--- src/rtl/frame_geometry.sv ---
// frame_geometry: forwards a camera pixel stream with one cycle of latency, tags each
// forwarded pixel with its X/Y coordinate, measures line width and frame height, and
// reports when the frame geometry has been stable for LOCK_FRAMES complete frames.
//
// Ports:
//   Clk, nReset            clock (rising edge), asynchronous active-low reset
//   PixelIn/FrameIn/LineIn input pixel stream and its frame/line qualifiers
//   PixelOut/FrameOut/LineOut  inputs delayed by one cycle
//   X, Y                   coordinate of the pixel currently on PixelOut
//   Width                  pixel count of the last completed line (in a frame)
//   Height                 line count of the last completed frame
//   Locked                 geometry identical for LOCK_FRAMES regular frames
//   WidthOvf, HeightOvf    counter saturated in the current or last frame
//   FrameDone              one-cycle pulse when Height/Locked update
module frame_geometry #(
  parameter int unsigned PIX_BITS    = 8,
  parameter int unsigned W_BITS      = 11,
  parameter int unsigned H_BITS      = 11,
  parameter int unsigned LOCK_FRAMES = 2
) (
  input  logic                Clk,
  input  logic                nReset,
  input  logic [PIX_BITS-1:0] PixelIn,
  input  logic                FrameIn,
  input  logic                LineIn,
  output logic [PIX_BITS-1:0] PixelOut,
  output logic                FrameOut,
  output logic                LineOut,
  output logic [W_BITS-1:0]   X,
  output logic [H_BITS-1:0]   Y,
  output logic [W_BITS-1:0]   Width,
  output logic [H_BITS-1:0]   Height,
  output logic                Locked,
  output logic                WidthOvf,
  output logic                HeightOvf,
  output logic                FrameDone
);

  localparam logic [0:0]        StIdle   = 1'b0;
  localparam logic [0:0]        StActive = 1'b1;
  localparam logic [W_BITS-1:0] XMax     = {W_BITS{1'b1}};
  localparam logic [H_BITS-1:0] YMax     = {H_BITS{1'b1}};
  localparam logic [3:0]        LockMax  = 4'(LOCK_FRAMES);

  logic [PIX_BITS-1:0] r_pix;
  logic                r_frame;
  logic                r_line;
  logic                r_armed;
  logic [0:0]          r_state;
  logic [W_BITS-1:0]   r_x;
  logic [H_BITS-1:0]   r_y;
  logic                r_first_line;
  logic [W_BITS-1:0]   r_width;
  logic [H_BITS-1:0]   r_height;
  logic                r_wovf;
  logic                r_hovf;
  logic [W_BITS-1:0]   r_first_cnt;
  logic                r_have_first;
  logic                r_irreg;
  logic [W_BITS-1:0]   r_prev_w;
  logic [H_BITS-1:0]   r_prev_h;
  logic                r_prev_valid;
  logic [3:0]          r_lock_cnt;
  logic                r_done;

  logic              w_frame_rise;
  logic              w_frame_fall;
  logic              w_line_rise;
  logic              w_line_fall;
  logic              w_active;
  logic              w_count;
  logic              w_line_start;
  logic              w_first;
  logic [W_BITS-1:0] w_x_inc;
  logic [W_BITS-1:0] w_x_next;
  logic [H_BITS-1:0] w_y_inc;
  logic [H_BITS-1:0] w_y_next;
  logic              w_measure;
  logic              w_end;
  logic [W_BITS-1:0] w_frame_w;
  logic [H_BITS-1:0] w_frame_h;
  logic              w_irreg;
  logic              w_ok;
  logic              w_match;
  logic [3:0]        w_lock_next;

  // Edges are suppressed on the first cycle after reset so that a frame already in
  // progress at reset release (input registers cleared to 0) is not mistaken for a start.
  assign w_frame_rise = r_armed & FrameIn & ~r_frame;
  assign w_frame_fall = r_armed & ~FrameIn & r_frame;
  assign w_line_rise  = r_armed & LineIn & ~r_line;
  assign w_line_fall  = r_armed & ~LineIn & r_line;
  assign w_active     = (r_state == StActive);

  // Pixels are counted inside an accepted frame, including a line starting with the frame.
  assign w_count      = LineIn & ((w_active & FrameIn) | w_frame_rise);
  assign w_line_start = w_count & w_line_rise;
  assign w_first      = w_frame_rise | r_first_line;

  assign w_x_inc  = (r_x == XMax) ? XMax : r_x + 1'b1;
  assign w_x_next = w_line_rise ? '0 : w_x_inc;
  assign w_y_inc  = (r_y == YMax) ? YMax : r_y + 1'b1;
  assign w_y_next = w_first ? '0 : w_y_inc;

  // w_x_inc doubles as the saturated pixel count of the line that just ended.
  assign w_measure = w_line_fall & w_active;
  assign w_end     = w_frame_fall & w_active;
  assign w_frame_w = w_measure ? w_x_inc : r_width;
  assign w_frame_h = r_first_line ? '0 : w_y_inc;

  assign w_irreg = r_irreg | (w_measure & r_have_first & (w_x_inc != r_first_cnt));
  assign w_ok    = ~w_irreg & ~r_wovf & ~r_hovf;
  assign w_match = r_prev_valid & (w_frame_w == r_prev_w) & (w_frame_h == r_prev_h);

  always_comb begin
    w_lock_next = 4'd0;
    if (w_ok && w_match) begin
      w_lock_next = (r_lock_cnt >= LockMax) ? LockMax : r_lock_cnt + 4'd1;
    end else if (w_ok) begin
      w_lock_next = 4'd1;
    end
  end

  always_ff @(posedge Clk or negedge nReset) begin
    if (!nReset) begin
      r_pix        <= '0;
      r_frame      <= 1'b0;
      r_line       <= 1'b0;
      r_armed      <= 1'b0;
      r_state      <= StIdle;
      r_x          <= '0;
      r_y          <= '0;
      r_first_line <= 1'b0;
      r_width      <= '0;
      r_height     <= '0;
      r_wovf       <= 1'b0;
      r_hovf       <= 1'b0;
      r_first_cnt  <= '0;
      r_have_first <= 1'b0;
      r_irreg      <= 1'b0;
      r_prev_w     <= '0;
      r_prev_h     <= '0;
      r_prev_valid <= 1'b0;
      r_lock_cnt   <= 4'd0;
      r_done       <= 1'b0;
    end else begin
      r_pix   <= PixelIn;
      r_frame <= FrameIn;
      r_line  <= LineIn;
      r_armed <= 1'b1;
      r_done  <= w_end;

      case (r_state)
        StIdle:   if (w_frame_rise) r_state <= StActive;
        StActive: if (w_frame_fall) r_state <= StIdle;
        default:  r_state <= StIdle;
      endcase

      if (w_count) r_x <= w_x_next;
      if (w_line_start) r_y <= w_y_next;

      if (w_frame_rise) begin
        r_first_line <= ~w_line_start;
      end else if (w_line_start) begin
        r_first_line <= 1'b0;
      end

      // Flags are cleared on the rise; the previous frame's evaluation happened at its fall.
      r_wovf <= (r_wovf & ~w_frame_rise) | (w_count & (w_x_next == XMax));
      r_hovf <= (r_hovf & ~w_frame_rise) | (w_line_start & (w_y_next == YMax));

      if (w_measure) r_width <= w_x_inc;

      if (w_frame_rise) begin
        r_have_first <= 1'b0;
        r_irreg      <= 1'b0;
      end else if (w_measure) begin
        if (!r_have_first) begin
          r_first_cnt  <= w_x_inc;
          r_have_first <= 1'b1;
        end else if (w_x_inc != r_first_cnt) begin
          r_irreg <= 1'b1;
        end
      end

      if (w_end) begin
        r_height     <= w_frame_h;
        r_prev_w     <= w_frame_w;
        r_prev_h     <= w_frame_h;
        r_prev_valid <= 1'b1;
        r_lock_cnt   <= w_lock_next;
      end
    end
  end

  assign PixelOut  = r_pix;
  assign FrameOut  = r_frame;
  assign LineOut   = r_line;
  assign X         = r_x;
  assign Y         = r_y;
  assign Width     = r_width;
  assign Height    = r_height;
  assign Locked    = (r_lock_cnt == LockMax);
  assign WidthOvf  = r_wovf;
  assign HeightOvf = r_hovf;
  assign FrameDone = r_done;

endmodule

--- config.mk ---
export PLATFORM = sky130hd
export DESIGN_NAME = frame_geometry
export DESIGN_NICKNAME = d
export VERILOG_FILES = /design/src/rtl/frame_geometry.sv
export SDC_FILE = /design/constraint.sdc
export NUM_CORES = 1
export LEC_CHECK = 0
export ABC_AREA = 1
export CAP_MARGIN = 20
export CORE_UTILIZATION = 40
export CTS_BUF_LIST = sky130_fd_sc_hd__clkbuf_4 sky130_fd_sc_hd__clkbuf_8
export DETAILED_ROUTE_END_ITERATION = 7
export PLACE_DENSITY = 0.6
export REMOVE_ABC_BUFFERS = 1
export SLEW_MARGIN = 0
export SYNTH_ARGS = -nofsm -noshare
export SYNTH_HDL_FRONTEND = slang
export SYNTH_SLANG_ARGS = --single-unit
--- constraint.sdc ---
create_clock -name Clk -period 2 [get_ports Clk]
set_clock_uncertainty 0.15 [all_clocks]
set_input_delay 0.3 -clock Clk [delete_from_list [all_inputs] [get_ports Clk]]
set_output_delay 0.3 -clock Clk [all_outputs]
set_load 0.02 [all_outputs]
# --- After elaboration in Yosys (flattened, before gate mapping) ---
# Index checks and enable logic that the tools add are counted.
word_totals:
  regBits: 89
  ramBits: 0
  latchBits: 0
  elab_cells: 97
  memories: 0
  rom_bits: 0
  input_bits: 12
  output_inout_bits: 58
op_classes:
  div_mod_pow: 0
  n_reduce_logical: 7
  shifts: 0
  n_eq_ne: 8
  n_bitwise: 39
  addsub: 3
  n_mul: 0
  mux: 20
  n_lt_le_gt_ge: 1
ops:
  columns: ["cell", "n"]
  rows:
  - ["$mux W11", 6]
  - ["$eq A11 B11 Y1 const B", 4]
  - ["$and A1 B1 Y1", 23]
  - ["$add A11 B1 Y11 const B", 2]
  - ["$eq A11 B11 Y1", 2]
  - ["$mux W1", 11]
  - ["$ne A11 B11 Y1", 1]
  - ["$not A1 Y1", 11]
  - ["$mux W4", 2]
  - ["$reduce_bool A2 Y1", 4]
  - ["$reduce_and A3 Y1", 2]
  - ["$or A1 B1 Y1", 5]
  - ["$add A4 B1 Y4 const B", 1]
  - ["$eq A4 B2 Y1 const B", 1]
  - ["$ge A4 B2 Y1 const B", 1]
  - ["$pmux W1 S2", 1]
  - ["$logic_and A1 B1 Y1", 1]

# --- Logic depth before layout (Yosys ltp) ---
depth:
  ltp_word: 12
  depth_mapped: 18
  mapped_depth_nobuf: 18

# --- Least setup slack after synthesis ---
# No wires, ideal clock.
synth_timing:
  path_type: "reg2reg"
  start: "reg r_x[0], in the netlist X[0]"
  end: "reg r_lock_cnt[0]"
  synth_period_minus_slack_ns: 2.292
  arrival_ns: 2.026
  path_buffers: 1
  setup_time_ns: 0.116
  required_ns: 1.734
  setup_slack_ns: -0.292
  path_stages_with_launch: 18
  path_cell_list: "dfrtp_1 -> ha_1 -> nand2_2 -> nor2_4 -> nand3_2 -> buf_6 -> nand2_8 -> inv_4 -> nand2_4 -> nand2_2 -> nand2_1 -> nand2_1 -> nor2_2 -> nand3_1 -> nor2_2 -> nand3_1 -> nand2_1 -> nand2_1"
synth_via:
  elab_chain_len: 10
  word_cells_on_any_way: 16
  classes_between: "add/sub: 1; eq/ne: 3; mux: 4; bitwise: 7; reduce/logical: 1"
synth_lines:
  columns: ["element", "line", "text"]
  rows:
  - ["from (decl)", "50", "logic [W_BITS-1:0] r_x;"]
  - ["from (signal assigned)", "159", "if (w_count) r_x <= w_x_next;"]
  - ["$add A11 B1 Y11 / $eq A11 B11 Y1 (equally long branches)", "100", "assign w_x_inc = (r_x == XMax) ? XMax : r_x + 1'b1;"]
  - ["$mux W11 *", "100", null]
  - ["$ne A11 B11 Y1", "111", "assign w_irreg = r_irreg | (w_measure & r_have_first & (w_x_inc != r_first_cnt));"]
  - ["$and A1 B1 Y1", "111", null]
  - ["$or A1 B1 Y1", "111", null]
  - ["$not A1 Y1", "112", "assign w_ok = ~w_irreg & ~r_wovf & ~r_hovf;"]
  - ["$and A1 B1 Y1 (2 in a row)", "112", null]
  - ["$mux W1 / $logic_and A1 B1 Y1 (equally long branches)", "119, 117", null]
  - ["$mux W4 *", "117", "if (w_ok && w_match) begin"]
  - ["to (signal assigned)", "191", "r_lock_cnt <= w_lock_next;"]
  - ["to (decl)", "63", "logic [3:0] r_lock_cnt;"]
# Mark *: on every way between the ends. The rest lies on a longest branch, timed or not.
# A chain may end at the register's enable or synchronous reset.

# --- Worst setup path in the final report ---
layout_timing:
  start: "reg r_armed"
  end: "reg r_lock_cnt[1]"
layout_via:
  elab_chain_len: 11
  word_cells_on_any_way: 18
  classes_between: "eq/ne: 1; mux: 2; bitwise: 14; reduce/logical: 1"
layout_lines:
  columns: ["element", "line", "text"]
  rows:
  - ["from (decl)", "48", "logic r_armed;"]
  - ["from (signal assigned)", "129", "r_armed <= 1'b0;"]
  - ["from (signal assigned)", "150", "r_armed <= 1'b1;"]
  - ["$and A1 B1 Y1 (2 in a row)", "92", "assign w_line_fall = r_armed & ~LineIn & r_line;"]
  - ["$and A1 B1 Y1", "106", "assign w_measure = w_line_fall & w_active;"]
  - ["$and A1 B1 Y1 (2 in a row)", "111", null]
  - ["$or A1 B1 Y1", "111", null]
  - ["$not A1 Y1", "112", null]
  - ["$and A1 B1 Y1 (2 in a row)", "112", null]
  - ["$logic_and A1 B1 Y1", "117", null]
  - ["$mux W4", "117", null]
# Parallel ways exist; a longest one is shown, timed or not.

==> run metrics <==
initial antenna violation count 0; # DRC 6; Hold Path Class primary input to flip-flop; global-route wire length before repair 22.9 mm; CP most frequent cell nand2_1; initial drt markers 295; Top Metal Used met4; DIE WIDTH 111 µm; slowest CP cell dfrtp_1; CP cell instances nand2_2, nor3_4, buf_12, clkbuf_4, or2_2, nand2_2, nand2_1, nand2_1, nand2_1, nor2_4, nand3_1, nor2_2, nand2_1, nor2_2, nand2_1, nand2_1; DP Area 6560 µm²; CP bufs+invs 2; Syn Area/Cell 7.53 µm²; core box area 11600 µm²; YS warnings 0; outcome finished, violations left; ys async rst share 100%; CP peak stage delay 0.39 ns; Setup crit end kind flip-flop; CP Launch Type flip-flop; Ant. Diodes 0; Pwr per Cell Area 1130 nW/µm²; post-route ant nets 0; failing checks DRC, setup timing; Synth Flop Type dfrtp_1; R2R cell count 16; routed length per instance 14.2 µm; DR WL met3 552 µm; Fin Hold WS 0.216 ns; RR Endpoint r_lock_cnt[1]$_DFFE_PN0P_; Max VDD drop 661 µV; fmax 0.445 GHz; minimum clock period 2.25 ns; H-tree depth 3; starting density of the core 41.4%; GR Overflow Total 0; share of cells above drive strength 1 30.8%; Area growth, synth to finish 53.6%; synth unique cells 35; CTS sink cnt 89; Final Hold Fails 0; Crit Path Max Fanout 5; met2 WL 6.51 mm; WL met1 6.84 mm; clock buffer depth 2; Die Y 111 µm; fin cells 994; Crit path depth 16; total routing usage reported by global routing 23.3%; placer congestion estimate 0.869; CTS tree built; hpwl dp 9.90 mm; drt total wl 14.1 mm; total number of vias 4930; number of synthesized register bits 89; r2r startpoint r_armed$_DFF_PN0_; Placement Setup Slack -0.424 ns; clock root buffer clkbuf_8; relative slew slack 66.5%; sequential area share after synthesis 46.5%; Setup CP Type flip-flop to flip-flop; clk slew on worst S/H paths 0.09 ns; IO buf count 69; Top Ports 70; hold endpoint PixelOut[4]$_DFF_PN0_; Worst Slack Setup Final -0.249 ns; Pins Over Slew Limit 0; insertion delay of the later-clocked pin in the worst-skew pair 0.37 ns; Pre-Repair DR Iteration Count 7; Final Cycle Share 112%; measured slew at the worst slew-check pin 0.502 ns; total die area 12400 µm²; Site Rows 39; Max Cap Violations 0; Post-Syn Area 4790 µm²; Final Setup Violations 10; Post-Syn Instances 636; largest net degree at the start of global routing 90; reg-to-reg slack, setup -0.25 ns; number of vias per cell 4.96; Power, Total 8.35 mW; worst path required time 2.16 ns; cell leakage power 3.69 nW; RSZ-0062 raised after global routing yes; number of global-route vias before repair 4706; Final Cell Area 7360 µm²; critical path data arrival time 2.41 ns; CTS buffer count 9; placed cells 956; CP top delay family simple AND/OR/NAND/NOR gates; hold_sp PixelIn[4]; Hold Crit Depth 1; NumNets Final 862; EDFF count, synth 0
per-layer routing:
metal  global-route usage [%]  vias to the layer above
met5                        0                        -
met2                     35.6                      100
li1                         -                     2437
met4                     9.19                        0
met3                     3.81                       16
met1                     33.1                     2377
layout make-up:
type | instances | area [µm²]
Clock buffer | 13 | 154
Clock inverter | 3 | 17.5
Fill cell | 1013 | 4210
Inverter | 92 | 355
Multi-Input combinational cell | 443 | 2530
Sequential cell | 89 | 2230
Tap cell | 143 | 179
Timing Repair Buffer | 211 | 1900
worst max path at each step:
stage                            from                    endpoint  slack [ns]
detailed placement             LineIn   r_lock_cnt[0]$_DFFE_PN0P_       -0.42
floorplan           LineOut$_DFF_PN0_  r_first_cnt[0]$_DFFE_PN0P_       -1.42
global route        r_armed$_DFF_PN0_   r_lock_cnt[1]$_DFFE_PN0P_       -0.42
CTS                  X[1]$_DFFE_PN0P_   r_lock_cnt[0]$_DFFE_PN0P_       -0.25
global placement               LineIn   r_lock_cnt[1]$_DFFE_PN0P_       -0.37
finish              r_armed$_DFF_PN0_   r_lock_cnt[1]$_DFFE_PN0P_       -0.25
placed cells by master (no fill, tap or decap), drive strengths merged:
master	Yosys	layout
ha	4	4
dlygate4sd3	0	1
a21oi	3	3
nor3	7	7
buf	4	142
inv	88	87
nor2	44	44
dlymetal6s2s	0	8
clkdlybuf4s50	0	59
o211ai	1	1
nand3b	8	8
xnor2	4	4
nor4	4	4
o21ai	49	49
or2	10	10
dfrtp	89	89
o31ai	1	1
conb	1	1
o22ai	10	10
clkbuf	9	14
o21bai	1	1
a211oi	1	1
clkinvlp	0	3
clkinv	4	5
nand4	4	4
xor2	3	3
nand3	72	73
nand2	215	215
kinds of logic after synthesis:
| family | after synthesis | share of synthesized area [%] |
|---|---|---|
| AO/OA/AOI/OAI | 66 | 7.36 |
| XOR/XNOR | 7 | 1.28 |
| adder cells (fa/ha/maj) | 4 | 1.04 |
| buffers and inverters | 105 | 8.51 |
| flip-flops | 89 | 46.5 |
| other | 1 | 0.0783 |
| AND/OR/NAND/NOR | 364 | 35.2 |
registers in the layout, summed over array words and instances, names as in the netlist, 4 cells and up:
register and count:
Width 11, X 11, Y 11, r_first_cnt 11, r_prev_h 11, r_prev_w 11
PixelOut 8, r_lock_cnt 4
power breakdown:
part	switching (mW)	total (mW)	internal (mW)
sequential	0.379	2.67	2.30
combinational	2.42	4.51	2.09
clock	0.655	1.16	0.505
total	3.46	8.35	4.89
worst register-to-register path, cell delays in order, from the launching register on:
cell	delay (ns)
dfrtp_1	0.39
nand2_2	0.11
nor3_4	0.06
buf_12	0.13
clkbuf_4	0.18
or2_2	0.31
nand2_2	0.09
nand2_1	0.05
nand2_1	0.06
nand2_1	0.08
nor2_4	0.12
nand3_1	0.09
nor2_2	0.10
nand2_1	0.08
nor2_2	0.09
nand2_1	0.06
nand2_1	0.05
metrics by stage:
step	utilization [%]	TNS (ns)
3_5_place_dp	56.7	-6.19
5_1_grt	63.6	-2.38
3_3_place_gp	56.7	-5.09
2_1_floorplan	-	-30.00
4_1_cts	61.3	-1.36
6_report	63.6	-1.20
synthesized netlist by cell type, types with 4 or more instances:
master    number  share of area [%]
nand2_1      205                 16
dfrtp_1       89                 46
inv_1         84                6.6
nand3_1       63                6.6
o21ai_0       48                5.0
nor2_1        34                2.7
o22ai_1       10                1.3
or2_2         10                1.3
clkbuf_1       9               0.70
nand3_2        9                1.9
nor2_2         9                1.2
nand3b_1       8                1.3
nand2_4        5                1.2
nor3_1         5               0.52
clkinv_1       4               0.31
ha_1           4                1.0
nand2_2        4               0.52
nand4_1        4               0.52
nor4_1         4               0.52
xnor2_1        4               0.73
what timing repair did:
| action | CTS | global route |
|---|---|---|
| hold buffers | 1 | 0 |
| endpoints found under the hold margin | 89 | 0 |
| setup buffers | 11 | 8 |
| setup endpoints to repair | 8 | 32 |
| gates cloned | 2 | 2 |
| gates resized for setup | 55 | 71 |
| pin swaps | 15 | 23 |
Power figures use the tool's default switching activity.
